### src/rtl/tmr_pkg.sv
// Shared types and constants for the TMR fault-injection campaign logic.
// Also carries the bitwise majority function used by voters and benches.
package tmr_pkg;

    typedef enum logic [1:0] {
        ORI = 2'd0,
        MAI = 2'd1,
        MEN = 2'd2,
        ROT = 2'd3
    } target_e;

    typedef enum logic [2:0] {
        S_IDLE,
        S_ARM,
        S_INJECT,
        S_SETTLE,
        S_CHECK,
        S_DONE
    } state_e;

    // Galois taps for x^16+x^14+x^13+x^11+1 (right-shifting form)
    localparam logic [15:0] LFSR_POLY = 16'hB400;
    localparam logic [15:0] LFSR_SEED = 16'hACE1;

    localparam int MAJ_W = 32;

    function automatic logic [MAJ_W-1:0] maj3(
        input logic [MAJ_W-1:0] a,
        input logic [MAJ_W-1:0] b,
        input logic [MAJ_W-1:0] c
    );
        return (a & b) | (b & c) | (a & c);
    endfunction

    // Replica used as the fault-free reference for a given target
    function automatic target_e next_rep(input target_e t);
        case (t)
            ORI:     next_rep = MAI;
            MAI:     next_rep = MEN;
            default: next_rep = ORI;
        endcase
    endfunction

endpackage

### src/rtl/atmr_fault_injector_if.sv
// Campaign control, replica observation and flip-mask bundle
// between a campaign host and the fault injector.
interface atmr_fault_injector_if #(
    parameter int WIDTH = 10,
    parameter int CNT_W = 16
);
    logic             start;
    logic [CNT_W-1:0] n_inject;
    logic [1:0]       target;
    logic             multi_bit;
    logic [WIDTH-1:0] rep_ori;
    logic [WIDTH-1:0] rep_mai;
    logic [WIDTH-1:0] rep_men;
    logic [WIDTH-1:0] voted;
    logic [WIDTH-1:0] inj_ori;
    logic [WIDTH-1:0] inj_mai;
    logic [WIDTH-1:0] inj_men;
    logic             busy;
    logic             done;
    logic [CNT_W-1:0] masked_cnt;
    logic [CNT_W-1:0] escaped_cnt;
    logic [WIDTH-1:0] disagree;

    modport master (
        output start, n_inject, target, multi_bit,
        output rep_ori, rep_mai, rep_men, voted,
        input  inj_ori, inj_mai, inj_men,
        input  busy, done, masked_cnt, escaped_cnt, disagree
    );

    modport slave (
        input  start, n_inject, target, multi_bit,
        input  rep_ori, rep_mai, rep_men, voted,
        output inj_ori, inj_mai, inj_men,
        output busy, done, masked_cnt, escaped_cnt, disagree
    );
endinterface

### src/rtl/atmr_lfsr16.sv
// 16-bit Galois LFSR picking flip positions; reseeded only by reset.
module atmr_lfsr16
    import tmr_pkg::*;
(
    input  logic        clk,
    input  logic        rst_n,
    input  logic        advance,
    output logic [15:0] state
);

    always_ff @(posedge clk or negedge rst_n) begin
        if (!rst_n) begin
            state <= LFSR_SEED;
        end else if (advance) begin
            state <= {1'b0, state[15:1]} ^ (state[0] ? LFSR_POLY : 16'h0000);
        end
    end

endmodule

### src/rtl/atmr_fault_injector.sv
// Drives per-replica flip masks, waits for settling, then scores the
// voted bus against a fault-free replica as masked or escaped.
module atmr_fault_injector
    import tmr_pkg::*;
#(
    parameter int WIDTH      = 10,
    parameter int SETTLE_CYC = 2,
    parameter int CNT_W      = 16
) (
    input  logic                  clk,
    input  logic                  rst_n,
    atmr_fault_injector_if.slave  bus
);

    localparam int IDX_W = $clog2(WIDTH);
    localparam int SW    = $clog2(SETTLE_CYC + 1);

    state_e           state_q, state_d;
    logic [CNT_W-1:0] cfg_n, rem;
    target_e          cfg_tgt, ptr, cur_tgt;
    logic             cfg_multi;
    logic [SW-1:0]    settle;
    logic [15:0]      lfsr;
    logic             lfsr_unused;
    logic [IDX_W-1:0] raw, idx, idx_nx;
    logic [WIDTH-1:0] mask, golden;
    logic [WIDTH-1:0] inj_ori, inj_mai, inj_men, disagree;
    logic [CNT_W-1:0] masked, escaped;

    atmr_lfsr16 u_lfsr (
        .clk     (clk),
        .rst_n   (rst_n),
        .advance (state_q == S_INJECT),
        .state   (lfsr)
    );

    assign lfsr_unused = ^lfsr[15:IDX_W];
    assign raw         = lfsr[IDX_W-1:0];
    assign cur_tgt     = (cfg_tgt == ROT) ? ptr : cfg_tgt;

    always_comb begin
        idx = raw;
        if (int'(raw) >= WIDTH) idx = IDX_W'(int'(raw) - WIDTH);
        idx_nx = (int'(idx) == WIDTH - 1) ? '0 : idx + IDX_W'(1);
        mask = WIDTH'(1) << idx;
        if (cfg_multi) mask = mask | (WIDTH'(1) << idx_nx);
    end

    always_comb begin
        golden = bus.rep_ori;
        case (cur_tgt)
            ORI:     golden = bus.rep_mai;
            MAI:     golden = bus.rep_men;
            default: golden = bus.rep_ori;
        endcase
    end

    always_ff @(posedge clk or negedge rst_n) begin
        if (!rst_n) state_q <= S_IDLE;
        else        state_q <= state_d;
    end

    always_comb begin
        state_d = state_q;
        unique case (state_q)
            S_IDLE:   if (bus.start) state_d = S_ARM;
            S_ARM:    state_d = (cfg_n == '0) ? S_DONE : S_INJECT;
            S_INJECT: state_d = S_SETTLE;
            S_SETTLE: if (settle == '0) state_d = S_CHECK;
            S_CHECK:  state_d = (rem == CNT_W'(1)) ? S_DONE : S_INJECT;
            S_DONE:   state_d = S_IDLE;
            default:  state_d = S_IDLE;
        endcase
    end

    always_ff @(posedge clk or negedge rst_n) begin
        if (!rst_n) begin
            cfg_n     <= '0;
            cfg_tgt   <= ORI;
            cfg_multi <= 1'b0;
            rem       <= '0;
            ptr       <= ORI;
            settle    <= '0;
            inj_ori   <= '0;
            inj_mai   <= '0;
            inj_men   <= '0;
            masked    <= '0;
            escaped   <= '0;
            disagree  <= '0;
        end else begin
            if (state_q == S_IDLE && bus.start) begin
                cfg_n     <= bus.n_inject;
                cfg_tgt   <= target_e'(bus.target);
                cfg_multi <= bus.multi_bit;
            end
            if (state_q == S_ARM) begin
                masked   <= '0;
                escaped  <= '0;
                disagree <= '0;
                rem      <= cfg_n;
                ptr      <= ORI;
            end
            if (state_q == S_INJECT) begin
                inj_ori <= (cur_tgt == ORI) ? mask : '0;
                inj_mai <= (cur_tgt == MAI) ? mask : '0;
                inj_men <= (cur_tgt == MEN) ? mask : '0;
                settle  <= SW'(SETTLE_CYC - 1);
            end
            if (state_q == S_SETTLE && settle != '0) begin
                settle <= settle - SW'(1);
            end
            if (state_q == S_CHECK) begin
                if (bus.voted == golden) begin
                    if (masked != '1) masked <= masked + CNT_W'(1);
                end else begin
                    if (escaped != '1) escaped <= escaped + CNT_W'(1);
                end
                disagree <= (bus.rep_ori ^ bus.rep_mai) |
                            (bus.rep_mai ^ bus.rep_men);
                rem <= rem - CNT_W'(1);
                if (cfg_tgt == ROT) ptr <= next_rep(ptr);
                if (rem == CNT_W'(1)) begin
                    inj_ori <= '0;
                    inj_mai <= '0;
                    inj_men <= '0;
                end
            end
            if (state_q == S_DONE) begin
                inj_ori <= '0;
                inj_mai <= '0;
                inj_men <= '0;
            end
        end
    end

    assign bus.inj_ori     = inj_ori;
    assign bus.inj_mai     = inj_mai;
    assign bus.inj_men     = inj_men;
    assign bus.masked_cnt  = masked;
    assign bus.escaped_cnt = escaped;
    assign bus.disagree    = disagree;
    assign bus.done        = (state_q == S_DONE);
    assign bus.busy        = (state_q == S_ARM) || (state_q == S_INJECT) ||
                             (state_q == S_SETTLE) || (state_q == S_CHECK);

endmodule

### src/flat_wrapper.sv
// flat-port wrapper written by rule: the top's interface ports become plain ports
module atmr_fault_injector_flat import tmr_pkg::*;
#(
    parameter int WIDTH      = 10,
    parameter int SETTLE_CYC = 2,
    parameter int CNT_W      = 16
)
  (clk, rst_n, bus_start, bus_n_inject, bus_target, bus_multi_bit, bus_rep_ori, bus_rep_mai, bus_rep_men, bus_voted, bus_inj_ori, bus_inj_mai, bus_inj_men, bus_busy, bus_done, bus_masked_cnt, bus_escaped_cnt, bus_disagree);
  atmr_fault_injector_if #(.WIDTH(WIDTH), .CNT_W(CNT_W)) bus_i ();
  input  logic clk;
  input  logic rst_n;
  input wire logic [$bits(bus_i.start)-1:0] bus_start;
  input wire logic [$bits(bus_i.n_inject)-1:0] bus_n_inject;
  input wire logic [$bits(bus_i.target)-1:0] bus_target;
  input wire logic [$bits(bus_i.multi_bit)-1:0] bus_multi_bit;
  input wire logic [$bits(bus_i.rep_ori)-1:0] bus_rep_ori;
  input wire logic [$bits(bus_i.rep_mai)-1:0] bus_rep_mai;
  input wire logic [$bits(bus_i.rep_men)-1:0] bus_rep_men;
  input wire logic [$bits(bus_i.voted)-1:0] bus_voted;
  output wire logic [$bits(bus_i.inj_ori)-1:0] bus_inj_ori;
  output wire logic [$bits(bus_i.inj_mai)-1:0] bus_inj_mai;
  output wire logic [$bits(bus_i.inj_men)-1:0] bus_inj_men;
  output wire logic [$bits(bus_i.busy)-1:0] bus_busy;
  output wire logic [$bits(bus_i.done)-1:0] bus_done;
  output wire logic [$bits(bus_i.masked_cnt)-1:0] bus_masked_cnt;
  output wire logic [$bits(bus_i.escaped_cnt)-1:0] bus_escaped_cnt;
  output wire logic [$bits(bus_i.disagree)-1:0] bus_disagree;
  assign bus_i.start = bus_start;
  assign bus_i.n_inject = bus_n_inject;
  assign bus_i.target = bus_target;
  assign bus_i.multi_bit = bus_multi_bit;
  assign bus_i.rep_ori = bus_rep_ori;
  assign bus_i.rep_mai = bus_rep_mai;
  assign bus_i.rep_men = bus_rep_men;
  assign bus_i.voted = bus_voted;
  assign bus_inj_ori = bus_i.inj_ori;
  assign bus_inj_mai = bus_i.inj_mai;
  assign bus_inj_men = bus_i.inj_men;
  assign bus_busy = bus_i.busy;
  assign bus_done = bus_i.done;
  assign bus_masked_cnt = bus_i.masked_cnt;
  assign bus_escaped_cnt = bus_i.escaped_cnt;
  assign bus_disagree = bus_i.disagree;
  atmr_fault_injector #(.WIDTH(WIDTH), .SETTLE_CYC(SETTLE_CYC), .CNT_W(CNT_W)) u_core (.clk(clk), .rst_n(rst_n), .bus(bus_i));
endmodule
### config.mk
export PLATFORM = sky130hd
export DESIGN_NAME = atmr_fault_injector_flat
export DESIGN_NICKNAME = d
export VERILOG_FILES = /design/src/rtl/tmr_pkg.sv /design/src/rtl/atmr_fault_injector_if.sv /design/src/rtl/atmr_lfsr16.sv /design/src/rtl/atmr_fault_injector.sv /design/src/flat_wrapper.sv
export SDC_FILE = /design/constraint.sdc
export NUM_CORES = 1
export LEC_CHECK = 0
export ABC_CLOCK_PERIOD_IN_PS = 6450
export BUFFER_PORTS_ARGS = -buffer_cell sky130_fd_sc_hd__buf_2
export CAP_MARGIN = 20
export CORE_AREA = 3 3 102 129
export CTS_CLUSTER_DIAMETER = 50
export DETAILED_ROUTE_END_ITERATION = 8
export DIE_AREA = 0 0 105 132
export PLACE_DENSITY_LB_ADDON = 0.08
export REMOVE_ABC_BUFFERS = 1
export SLEW_MARGIN = 20
export SYNTH_ARGS = -nofsm -noshare
export SYNTH_HDL_FRONTEND = slang
export SYNTH_SLANG_ARGS = --single-unit
### constraint.sdc
create_clock -name clk -period 6.45 [get_ports clk]
set_input_delay 0.9675 -clock clk [delete_from_list [all_inputs] [get_ports clk]]
set_output_delay 0.9675 -clock clk [all_outputs]
set_load 0.01 [all_outputs]
==> impl_results.md <==
- Status: finished, final reports clean
- Final setup TNS: 0 ns
- Vias in the first global route: roughly 6300
- Post-CTS setup buffers: 0
- Syn Std Cell Area: between 7000 and 8000 um2
- First-pass GRT wire length: about 30000 um
- Worst skew pair latency: approximately 0.42 ns
- P per Cell Area: 370 nW/um2
- Synth area leader: dfrtp_1
- Maximum root-to-sink buffer count: 2
- R2R Path End: u_core.bus.escaped_cnt[3]
- Final hold violation count: 0
- DRC: 0
- Via-to-Cell Ratio: ~6.1
- Area contributors post-synth: dfrtp_1 43%, nand2_1 5.0%, nor2_1 4.0%, o21ai_0 3.4%, mux2_2 3.0%
- Tcrit/Tclk final: 0.569
- Post-layout power: roughly 3.2 mW
- Hold Crit Endpoint: u_core.u_lfsr.state[7]
- Initial DRC count: approximately 480
- Startpoint types: flop
- Post-route ant nets: 0
- CTS tree: built
- Synth cell count leaders: 122 x dfrtp_1, 96 x nand2_1, 76 x nor2_1
- Worst clock skew: roughly 0.009 ns
- EDFF count, synth: 0
- CP Capture Type: flop
- Hold slack: 0.462 ns
- WHS Path Cells: 2
- Synth warnings: 0
- Post_cts resized: 0
- GPL Wtd Cong: approximately 0.93
- Final wirelength: around 18000 um
- Slew Limit Fails: 0
- Static leakage: between 4 and 5 nW
- Rel. slew slack: 0.259
- Critical Path AT: 4.03 ns
- 1st-pass router iterations: 5
- Share of cells above drive strength 1: 0.239
- Worst-Margin Slew: between 1 and 1.5 ns
- H-tree depth: 4
- Cell Rows: between 40 and 50
- Hold_sp: u_core.u_lfsr.state[7]
- Ys async rst share: 1.00
- Register area share after synthesis: 0.454
- Die area: approximately 14000 um2
- Final setup violation count: 0
- Max_cap viols: 0
- Initial Util: 0.596
- Post-layout min period: around 3.7 ns
- Critical Path RT: between 6 and 7 ns
- DP HPWL: ~13000 um
- Cell variety after synth: a little under 80
- Cts bufs inserted: 17
- Peak Freq: about 270 MHz
- RSZ-0062 raised after global routing: false
- Filler cell count: approximately 980
- Register bit total from synthesis: 130
- Cells on worst reg2reg path: 8
- HP Class: reg2reg
- Worst VDD drop: ~0.25 mV
- Final net count: 971
- GRT Util Overall: 0.267
- CTS root buf: clkbuf_16
- Setup CP Type: reg2reg
- Die W: between 100 and 150 um
- Global route total overflow: 0
- I/O Buffers: approximately 140
- Chip height: 132 um
- Clk sinks: 130
- Largest net degree at the start of global routing: 72
- Post-synth top area share: 0.425
- Count leader, synth: dfrtp_1
- FF-to-FF Start: u_core.cfg_tgt[1]
- Ports: 136
- Drt wl/cell: roughly 17 um
- Clock-pin transition on the worst setup and hold timing paths: roughly 0.060 ns
- R2r setup slk: about 2.8 ns
- Via count: around 6600
- Post-Syn Area per Cell: between 9 and 10 um2
- Post-cts hold buffer count: 0
- Cells after synthesis: between 700 and 800
- Area Overhead vs Synth: 19.4%
- Crit path max fanout: 24
- Initial antenna violation count: 2
- Main synth FF type: dfrtp_1
- Core box area: around 12000 um2
power breakdown:
part / leakage (nW) / switching, mW / internal, mW
Sequential: 1.70 / 0.220 / 0.983
Clock: 0.308 / 0.348 / 0.714
Combinational: 2.08 / 0.533 / 0.372
layout by cell type, fill, tap and decap left out, types with 19 or more instances in the layout:
master,instances
nand2_1,96
nor2_1,76
dfrtp_1,122
a21oi_1,30
buf_2,134
a22oi_1,28
o21ai_0,49
mux2_2,19
nand3_1,34
inv_1,22
how the worst max path moves through the flow:
stage | start | endpoint | slack [ns] | cells after the start
after floorplan | bus_start | u_core.cfg_multi | 2.88 | 2
after global placement | bus_rep_mai[0] | u_core.bus.masked_cnt[10] | 2.80 | 9
after detailed placement | bus_rep_mai[1] | u_core.bus.masked_cnt[13] | 2.66 | 9
after CTS | u_core.cfg_tgt[1] | u_core.bus.masked_cnt[10] | 2.64 | 8
after global routing | u_core.cfg_tgt[1] | u_core.bus.escaped_cnt[3] | 2.45 | 8
final | u_core.cfg_tgt[1] | u_core.bus.escaped_cnt[3] | 2.78 | 8
through the flow:
| stage | std cells | area [um2] | setup WS (ns) | utilization |
|---|---|---|---|---|
| floorplan | 741 | 6960 | 2.88 | - |
| global placement | 1047 | 7910 | 2.80 | 0.656 |
| detailed placement | 1047 | 7910 | 2.66 | 0.656 |
| CTS | 1078 | 8560 | 2.64 | 0.711 |
| global route | 1080 | 8570 | 2.45 | 0.712 |
| finish | 1080 | 8570 | 2.78 | 0.712 |
metal layers:
metal  GRT usage  vias up  share of wire
met1       0.330     3233           0.40
met5           0        -              0
li1            -     3107              -
met2       0.446      242           0.50
met4       0.120        0          0.024
met3      0.0617       34          0.069
state kept, by name, summed over array words and instances (netlist names):
| signal | count |
|---|---|
| u_core.settle | 2 |
| u_core.bus.disagree | 10 |
| u_core.bus.inj_men | 10 |
| u_core.state_q | 3 |
| u_core.bus.escaped_cnt | 16 |
| u_core.ptr | 2 |
| u_core.cfg_multi | 1 |
| u_core.rem | 16 |
| u_core.bus.inj_ori | 10 |
| u_core.cfg_tgt | 2 |
| u_core.u_lfsr.state | 16 |
| u_core.cfg_n | 16 |
| u_core.bus.inj_mai | 10 |
| u_core.bus.masked_cnt | 16 |
logic make-up (layout without fill, tap and decap cells):
| kind of cell | Yosys count | count (layout) | share of synthesized area |
|---|---|---|---|
| buf+inv | 67 | 196 | 0.0425 |
| xor+xnor | 16 | 16 | 0.0195 |
| simple gates | 331 | 331 | 0.233 |
| compound gates | 203 | 203 | 0.192 |
| flops | 130 | 130 | 0.454 |
| fa+ha+maj | 7 | 7 | 0.0122 |
| mux | 31 | 31 | 0.0465 |
| other cells | 0 | 2 | 0 |
area by class of cell:
type | count | area [um2] | area share
sequential | 130 | 3260 | 0.381
timing repair buffer | 142 | 731 | 0.0852
clock buffer | 22 | 474 | 0.0553
clock inverter | 9 | 178 | 0.0207
multi-input combinational | 588 | 3630 | 0.424
inverter | 23 | 86.3 | 0.0101
tap | 164 | 205 | 0.0239
antenna | 2 | 5.00 | 0.000584
critical path, cell delays in order (launching register included):
cell	delay [ns]
dfrtp_1	0.98
inv_1	0.30
o211ai_1	0.28
a31oi_1	0.11
nor4b_1	0.35
nand4_1	0.32
o21ai_2	0.63
and2_1	0.46
a211o_1	0.18
No activity file was read; power rests on OpenSTA's default activity.
